--- config.mk ---
export PLATFORM = sky130hd
export DESIGN_NAME = cdctl_led_ctrl
export DESIGN_NICKNAME = d
export VERILOG_FILES = /design/src/rtl/cdctl_led_pkg.sv /design/src/rtl/cdctl_led_chan.sv /design/src/rtl/cdctl_led_ctrl.sv
export SDC_FILE = /design/constraint.sdc
export NUM_CORES = 1
export LEC_CHECK = 0
export BUFFER_PORTS_ARGS = -buffer_cell sky130_fd_sc_hd__buf_2
export CORE_ASPECT_RATIO = 0.5
export CORE_MARGIN = 5
export CORE_UTILIZATION = 50
export DETAILED_ROUTE_END_ITERATION = 8
export PLACE_DENSITY = 0.65
export SLEW_MARGIN = 40
export SYNTH_ARGS = -nofsm -noshare
export SYNTH_HDL_FRONTEND = slang
export SYNTH_SLANG_ARGS = --single-unit
--- constraint.sdc ---
create_clock -name gclk -period 5.4 [get_ports gclk]
set_clock_uncertainty 0.2 [all_clocks]
set_input_delay 0.81 -clock gclk [delete_from_list [all_inputs] [get_ports gclk]]
set_output_delay 0.81 -clock gclk [all_outputs]
set_load 0.02 [all_outputs]
--- src/rtl/cdctl_led_pkg.sv ---
// Shared definitions for the multi-channel status-indicator driver.
//   mode_t / MODE_* : channel mode encoding carried on wr_mode
//   calc_div        : gclk cycles per timebase tick
package cdctl_led_pkg;

  typedef logic [2:0] mode_t;

  localparam mode_t MODE_OFF   = 3'd0;
  localparam mode_t MODE_ON    = 3'd1;
  localparam mode_t MODE_BLINK = 3'd2;
  localparam mode_t MODE_BURST = 3'd3;
  localparam mode_t MODE_PWM   = 3'd4;

  function automatic int unsigned calc_div(input int unsigned clk_hz, input int unsigned tick_hz);
    return clk_hz / tick_hz;
  endfunction

endpackage

--- src/rtl/cdctl_led_chan.sv ---
// One indicator channel: mode register, phase counter, burst counter and lit flag.
// Optional feature macro: LED_CTRL_PWM_EN (adds pwm_cnt input and PWM mode).
// Ports:
//   gclk, rst          clock, synchronous active-high reset
//   tick               shared timebase tick
//   wr                 write pulse for this channel
//   wr_mode/period/cnt configuration captured on wr
//   pwm_cnt            shared free-running PWM counter (PWM builds only)
//   lit                current lit state (registered)
//   busy               channel is in an active burst
//   done               one-cycle pulse when a burst completes
module cdctl_led_chan
  import cdctl_led_pkg::*;
#(
  parameter int unsigned PERIOD_W = 16
) (
  input  logic                gclk,
  input  logic                rst,
  input  logic                tick,
  input  logic                wr,
  input  mode_t               wr_mode,
  input  logic [PERIOD_W-1:0] wr_period,
  input  logic [PERIOD_W-1:0] wr_count,
`ifdef LED_CTRL_PWM_EN
  input  logic [7:0]          pwm_cnt,
`endif
  output logic                lit,
  output logic                busy,
  output logic                done
);

  mode_t               mode_q, mode_d;
  logic [PERIOD_W-1:0] per_q, per_d;
  logic [PERIOD_W-1:0] phase_q, phase_d;
  logic [PERIOD_W-1:0] rem_q, rem_d;
  logic                lit_q, lit_d;
  logic                done_q, done_d;
  logic [PERIOD_W-1:0] per_m1;

  // A period of 0 behaves like 1: toggle on every tick.
  assign per_m1 = (per_q == '0) ? '0 : per_q - PERIOD_W'(1);

  always_comb begin
    mode_d  = mode_q;
    per_d   = per_q;
    phase_d = phase_q;
    rem_d   = rem_q;
    lit_d   = lit_q;
    done_d  = 1'b0;
    if (wr) begin
      // A write overrides any completion or tick in the same cycle.
      phase_d = '0;
      per_d   = wr_period;
      rem_d   = wr_count;
      case (wr_mode)
        MODE_ON, MODE_BLINK: begin
          mode_d = wr_mode;
          lit_d  = 1'b1;
        end
        MODE_BURST: begin
          if (wr_count == '0) begin
            mode_d = MODE_OFF;
            lit_d  = 1'b0;
            done_d = 1'b1;
          end else begin
            mode_d = MODE_BURST;
            lit_d  = 1'b1;
          end
        end
`ifdef LED_CTRL_PWM_EN
        MODE_PWM: begin
          mode_d = MODE_PWM;
          lit_d  = pwm_cnt < wr_period[7:0];
        end
`endif
        default: begin
          mode_d = MODE_OFF;
          lit_d  = 1'b0;
        end
      endcase
    end else if (tick && (mode_q == MODE_BLINK || mode_q == MODE_BURST)) begin
      if (phase_q == per_m1) begin
        phase_d = '0;
        // A blink is counted when an unlit phase ends.
        if (mode_q == MODE_BURST && !lit_q) begin
          if (rem_q <= PERIOD_W'(1)) begin
            mode_d = MODE_OFF;
            done_d = 1'b1;
          end else begin
            rem_d = rem_q - PERIOD_W'(1);
            lit_d = 1'b1;
          end
        end else begin
          lit_d = ~lit_q;
        end
      end else begin
        phase_d = phase_q + PERIOD_W'(1);
      end
    end
`ifdef LED_CTRL_PWM_EN
    else if (mode_q == MODE_PWM) begin
      lit_d = pwm_cnt < per_q[7:0];
    end
`endif
  end

  always_ff @(posedge gclk) begin
    if (rst) begin
      mode_q  <= MODE_OFF;
      per_q   <= '0;
      phase_q <= '0;
      rem_q   <= '0;
      lit_q   <= 1'b0;
      done_q  <= 1'b0;
    end else begin
      mode_q  <= mode_d;
      per_q   <= per_d;
      phase_q <= phase_d;
      rem_q   <= rem_d;
      lit_q   <= lit_d;
      done_q  <= done_d;
    end
  end

  assign lit  = lit_q;
  assign busy = (mode_q == MODE_BURST);
  assign done = done_q;

endmodule

--- src/rtl/cdctl_led_ctrl.sv ---
// Multi-channel status-indicator driver (off / on / blink / counted burst).
// Optional feature macro: LED_CTRL_PWM_EN (mode 4 = PWM brightness from a free-running
// 8-bit gclk counter; otherwise mode 4 behaves as OFF).
// Ports:
//   gclk, rst                      clock, synchronous active-high reset
//   wr_en, wr_ch, wr_mode,
//   wr_period, wr_count            single-cycle channel programming strobe and fields
//   force_on                       forces every output lit
//   led                            registered indicator outputs (ACTIVE_LOW inverts)
//   busy                           channel is in an active burst
//   done                           one-cycle burst-complete pulse
module cdctl_led_ctrl
  import cdctl_led_pkg::*;
#(
  parameter int unsigned CHANNELS   = 4,
  parameter int unsigned CLK_HZ     = 50000000,
  parameter int unsigned TICK_HZ    = 1000,
  parameter int unsigned PERIOD_W   = 16,
  parameter bit          ACTIVE_LOW = 1'b0
) (
  input  logic                gclk,
  input  logic                rst,
  input  logic                wr_en,
  input  logic [3:0]          wr_ch,
  input  logic [2:0]          wr_mode,
  input  logic [PERIOD_W-1:0] wr_period,
  input  logic [PERIOD_W-1:0] wr_count,
  input  logic                force_on,
  output logic [CHANNELS-1:0] led,
  output logic [CHANNELS-1:0] busy,
  output logic [CHANNELS-1:0] done
);

  localparam int unsigned DIV  = calc_div(CLK_HZ, TICK_HZ);
  localparam int unsigned PS_W = $clog2(DIV);

  logic [PS_W-1:0]     ps_q;
  logic                tick;
  logic [CHANNELS-1:0] lit;
  logic [CHANNELS-1:0] led_q;

  assign tick = (ps_q == PS_W'(DIV - 1));

  always_ff @(posedge gclk) begin
    if (rst || tick) begin
      ps_q <= '0;
    end else begin
      ps_q <= ps_q + PS_W'(1);
    end
  end

`ifdef LED_CTRL_PWM_EN
  logic [7:0] pwm_q;

  always_ff @(posedge gclk) begin
    if (rst) begin
      pwm_q <= '0;
    end else begin
      pwm_q <= pwm_q + 8'd1;
    end
  end
`endif

  for (genvar i = 0; i < CHANNELS; i++) begin : g_chan
    logic chan_wr;
    // Channel numbers at or above CHANNELS match no instance and are dropped.
    assign chan_wr = wr_en && (wr_ch == 4'(i));

    cdctl_led_chan #(
      .PERIOD_W(PERIOD_W)
    ) u_chan (
      .gclk      (gclk),
      .rst       (rst),
      .tick      (tick),
      .wr        (chan_wr),
      .wr_mode   (wr_mode),
      .wr_period (wr_period),
      .wr_count  (wr_count),
`ifdef LED_CTRL_PWM_EN
      .pwm_cnt   (pwm_q),
`endif
      .lit       (lit[i]),
      .busy      (busy[i]),
      .done      (done[i])
    );
  end

  // force_on only masks the outputs; channel state keeps running underneath.
  always_ff @(posedge gclk) begin
    if (rst) begin
      led_q <= {CHANNELS{ACTIVE_LOW}};
    end else begin
      led_q <= ({CHANNELS{force_on}} | lit) ^ {CHANNELS{ACTIVE_LOW}};
    end
  end

  assign led = led_q;

endmodule

# Yosys cells after proc, flatten, opt, wreduce, memory -nomap -nowiden
# Cells that the tools add are included.
# classes
n_addsub	13
multipliers	0
n_div	0
magnitude_cmp	4
n_eq_ne	27
shift	0
n_mux	94
bitwise_logic	5
n_reduce_logical	60
# ops
cell	n
$mux 16	28
$sub 16x1->16 const B	8
$add 16x1->16 const B	5
$logic_not 16->1	5
$eq 16x16->1	4
$le 16x1->1 const B	4
$mux 3	20
$mux 1	43
$reduce_and 4->1	8
$reduce_bool 2->1	16
$eq 3x2->1 const B	10
$eq 16x16->1 const B	1
$logic_and 1x1->1	12
$ne 3x3->1 const B	4
$reduce_and 3->1	4
$reduce_or 2->1	5
$eq 4x2->1 const B	2
$ne 2x2->1 const B	4
$pmux 3 s2	1
$logic_or 1x1->1	5
$eq 4x1->1 const B	1
$logic_not 1->1	4
$logic_not 4->1	1
$not 1->1	4
4 further kinds	4
# totals
regBits	232
latch_bits	0
ramBits	0
rom_bits	0
inputBits	43
out_inout_bits	12
wordCells	229
memories	0

# Logic depth before layout (Yosys ltp)
# depth
ltp_word	6
ltp_mapped	14
depth_no_buf	10

# Hierarchy
# A second synthesis with hierarchy kept.
# unflattened
hier_cells	1963
hier_area_um2	15842.7
# by_module_without_submodules
mod	instances	cells_each	area_each_um2	seq_area_each_um2
cdctl_led_chan at g_chan[0].u_chan ...	3	467	3758.6	1061.0
cdctl_led_chan at g_chan[3].u_chan	1	462	3694.8	1061.0
cdctl_led_ctrl	1	100	872.1	400.4

# Least setup slack after synthesis
# OpenSTA, ideal clock, no wires.
# synth_timing
path_type	reg-to-reg
from	register g_chan[0].u_chan.per_q[0]
to	register g_chan[0].u_chan.phase_q[10]
setup_time_ps	117
arrival_ps	3413
t_required_ps	5083
path_slack_ps	1670
path_stages_with_launch	15
n_path_buf	4
period_less_slack_ps	3730
cell_sequence	dfxtp_1 > clkbuf_1 > inv_1 > ha_1 > buf_2 > nor3b_1 > nand4_1 > xor2_1 > nor3b_1 > a221oi_1 > or4_1 > buf_2 > o211ai_1 > buf_2 > nor2_1
# synth_between
elab_chain_cells	4
elab_cells_between_ends	5
cone_classes	add/sub (1); eq/ne (1); mux (2); reduce/logical (1)
# synth_rtl
item	line_no	rtl
start: declaration	cdctl_led_chan.sv:33	logic [PERIOD_W-1:0] per_q, per_d;
start signal: assignment	cdctl_led_chan.sv:117	per_q <= per_d;
$sub 16x1->16 / $logic_not 16->1 (equally long branches)	cdctl_led_chan.sv:41	assign per_m1 = (per_q == '0) ? '0 : per_q - PERIOD_W'(1);
$mux 16 *	cdctl_led_chan.sv:41	
$eq 16x16->1 *	cdctl_led_chan.sv:82	if (phase_q == per_m1) begin
$mux 16 *	cdctl_led_chan.sv:82	
end signal: assignment	cdctl_led_chan.sv:118	phase_q <= phase_d;
end: declaration	cdctl_led_chan.sv:34	logic [PERIOD_W-1:0] phase_q, phase_d;
# Mark *: on every way between the ends. The rest lies on a longest branch, timed or not.
# A chain may end at the register's enable or synchronous reset.

# Worst setup path in the final report
# layout_timing
from	register g_chan[0].u_chan.per_q[0]
to	register g_chan[0].u_chan.phase_q[14]
# Same word-level chain as after synthesis.

==> out/results.tsv <==
metric	value	unit
Slew HR	46.8	%
final setup fails	0	
Synth Cell Area	14900	µm²
Final Hold Fails	0	
fin crit share	78.1	%
DRT Pass-1 Iters	6	
multi-input logic area	9530	µm²
Core ar.	29200	µm²
area growth from synthesis to layout	7.81	%
Tightest Hold Check Type	reg -> reg	
leakage dissipation	6.08	nW
CTS tree	yes	
dominant cell type by area after synthesis	dfxtp_1	
Bufs and invs on worst path	2	
RSZ-0062 raised after global routing	false	
clock-pin slew on the worst setup and hold paths	0.07	ns
CP max stage delay	0.87	ns
PortBufs	54	
Setup Total Neg Slack	0	ns
CTS Buf Count	23	
Fin Hold WS	0.262	ns
GRT Util Overall	25.3	%
Worst Tran Pin Value	0.796	ns
commonest non-fill, non-tap cell in the layout	nand2_1	
Top Ports	55	
syn_nets	2031	
Antenna Cells	0	
share of cells above drive strength 1	8.56	%
antenna viol nets, final	0	
vias per cell	6.26	
Pins Over Slew Limit	0	
fmax	0.237	GHz
CTS Hold Bufs	0	
Top FF cell, synth	dfxtp_1	
WP data arrival	4.44	ns
synth unique cells	88	
drt wl/cell	18.8	µm
die extent in x	254	µm
Die ar.	33500	µm²
total gr overflow	0	
Layout fillers	2827	
Max clock buf depth	3	
top cell type's share of synthesized area	31.2	%
register area	4640	µm²
first-pass GRT wire length	70900	µm
initial antenna violation count	0	
Cell Chain, Critical Path	inv_1, ha_1, nor3b_1, nand4_1, xor2_1, nor3b_1, a221oi_1, or4_1, o211ai_1, buf_4, nor2_1	
vias in the first global route	13000	
yosys warns	0	
Via Count	14700	
Post-Syn Instances	1971	
Setup Buffers After CTS	0	
slowest CP cell	or4_1	
WP data required	5.63	ns
startpoint types	register	
largest net degree at the start of global routing	64	
synth top area cells	dfxtp_1 31%, nand2_1 6.1%, nor2_1 5.2%	
status	finished clean	
Max-Cap Viols	0	
sequential area share after synthesis	31.2	%
Synth Register Bits	232	
initial drt markers	1469	
commonest cells after routing, fill and taps aside	241 x nand2_1, 232 x dfxtp_1, 205 x nor2_1, 109 x a21oi_1, 101 x nand3_1	
H-Tree Depth	1	
Post-synth EDFFs	0	
Largest delay share family, worst path	simple AND/OR/NAND/NOR gates	
Top cell by count, worst path	nor3b_1	
PostCTS Resize Cnt	0	
synthesized area per cell	7.54	µm²
critical path capture point type	register	
DRC violations left	0	
Layout Nets	1994	
Worst Path Max Fanout	19	
gp weighted congestion	0.954	
placement row count	44	
fraction of registers with async set/reset	0	%
worst skew pair latency	0.53	ns
# clock sinks	232	
HPWL Detailed	31700	µm
WS Path Type	reg -> reg	
clk root buf	clkbuf_16	
VDD IR max	231	µV
Initial Utilization	51.0	%
DRT Wirelength	44000	µm
crit path time final	4.22	ns
die extent in y	132	µm
PwrDens	244	nW/µm²
[per-layer routing]
metal | up-vias | track usage, % | wire length (µm)
met5 | - | 0 | 0
met3 | 72 | 4.18 | 3510
li1 | 7160 | - | -
met1 | 6897 | 38.7 | 21000
met4 | 0 | 5.15 | 929
met2 | 523 | 37.5 | 18500
[synth_stat cells, types with 18 or more instances]
| cell type | n |
|---|---|
| a21oi_1 | 109 |
| and3_1 | 44 |
| clkbuf_1 | 117 |
| dfxtp_1 | 232 |
| inv_1 | 44 |
| mux2i_1 | 31 |
| nand2_1 | 241 |
| nand2b_1 | 18 |
| nand3_1 | 102 |
| nand4_1 | 66 |
| nor2_1 | 206 |
| nor2b_1 | 25 |
| nor3_1 | 67 |
| nor4_1 | 70 |
| o21ai_0 | 46 |
| or3_1 | 43 |
| or4_1 | 48 |
| xnor2_1 | 63 |
| xor2_1 | 47 |
[path summary, 6_finish.rpt]
path                                          start                                         to  slack, ns  cells after the start
max          g_chan[0].u_chan.per_q[0]$_SDFFE_PP0P_  g_chan[0].u_chan.phase_q[14]$_SDFFE_PP0P_       1.18                     11
min                              ps_q[0]$_SDFF_PP0_                         ps_q[0]$_SDFF_PP0_       0.26                      1
max reg2reg  g_chan[0].u_chan.per_q[0]$_SDFFE_PP0P_  g_chan[0].u_chan.phase_q[14]$_SDFFE_PP0P_       1.18                     11
min reg2reg                      ps_q[0]$_SDFF_PP0_                         ps_q[0]$_SDFF_PP0_       0.26                      1
[layout make-up]
cell class	count	area share, %
clock buffer	31	3.97
inverter	45	1.07
multi-input combinational	1553	59.5
tap	391	3.05
clock inverter	10	0.578
timing repair buffer	79	2.90
sequential	232	29.0
[registers in the layout, summed over array words and instances (netlist names)]
name and flops:
led 4, g_chan.u_chan.rem_q 64, g_chan.u_chan.mode_q 12, ps_q 16, g_chan.u_chan.phase_q 64, g_chan.u_chan.per_q 64
g_chan.u_chan.done 4, g_chan.u_chan.lit 4
[through the flow]
| step | std cells | setup slack, ns | utilization, % | area, µm² | power (W) |
|---|---|---|---|---|---|
| finish | 2341 | 1.18 | 54.9 | 16000 | 0.00390 |
| global route | 2341 | 0.812 | 54.9 | 16000 | 0.00407 |
| CTS | 2340 | 1.23 | 54.9 | 16000 | 0.00393 |
| detailed placement | 2299 | 1.25 | 52.4 | 15300 | 0.00231 |
| global placement | 2297 | 1.36 | 52.2 | 15200 | 0.00230 |
| floorplan | 1971 | 1.67 | - | 14900 | 0.00216 |
[power by group]
group	leakage [nW]	internal (W)	switching, W
Combinational	3.86	0.000188	0.000344
Clock	0.346	0.000881	0.000737
Sequential	1.87	0.00173	0.0000243
Total	6.08	0.00280	0.00111
[logic make-up (layout without fill, tap and decap cells)]
kind of cell,Yosys count,in the layout,share of synthesized area (%)
xor+xnor,112,112,6.79
fa+ha+maj,17,17,1.43
mux,33,33,2.24
compound gates,353,353,16.4
flops,232,232,31.2
simple gates,1038,1038,36.9
buf+inv,186,165,5.02
(Power assumes the default switching activity.)
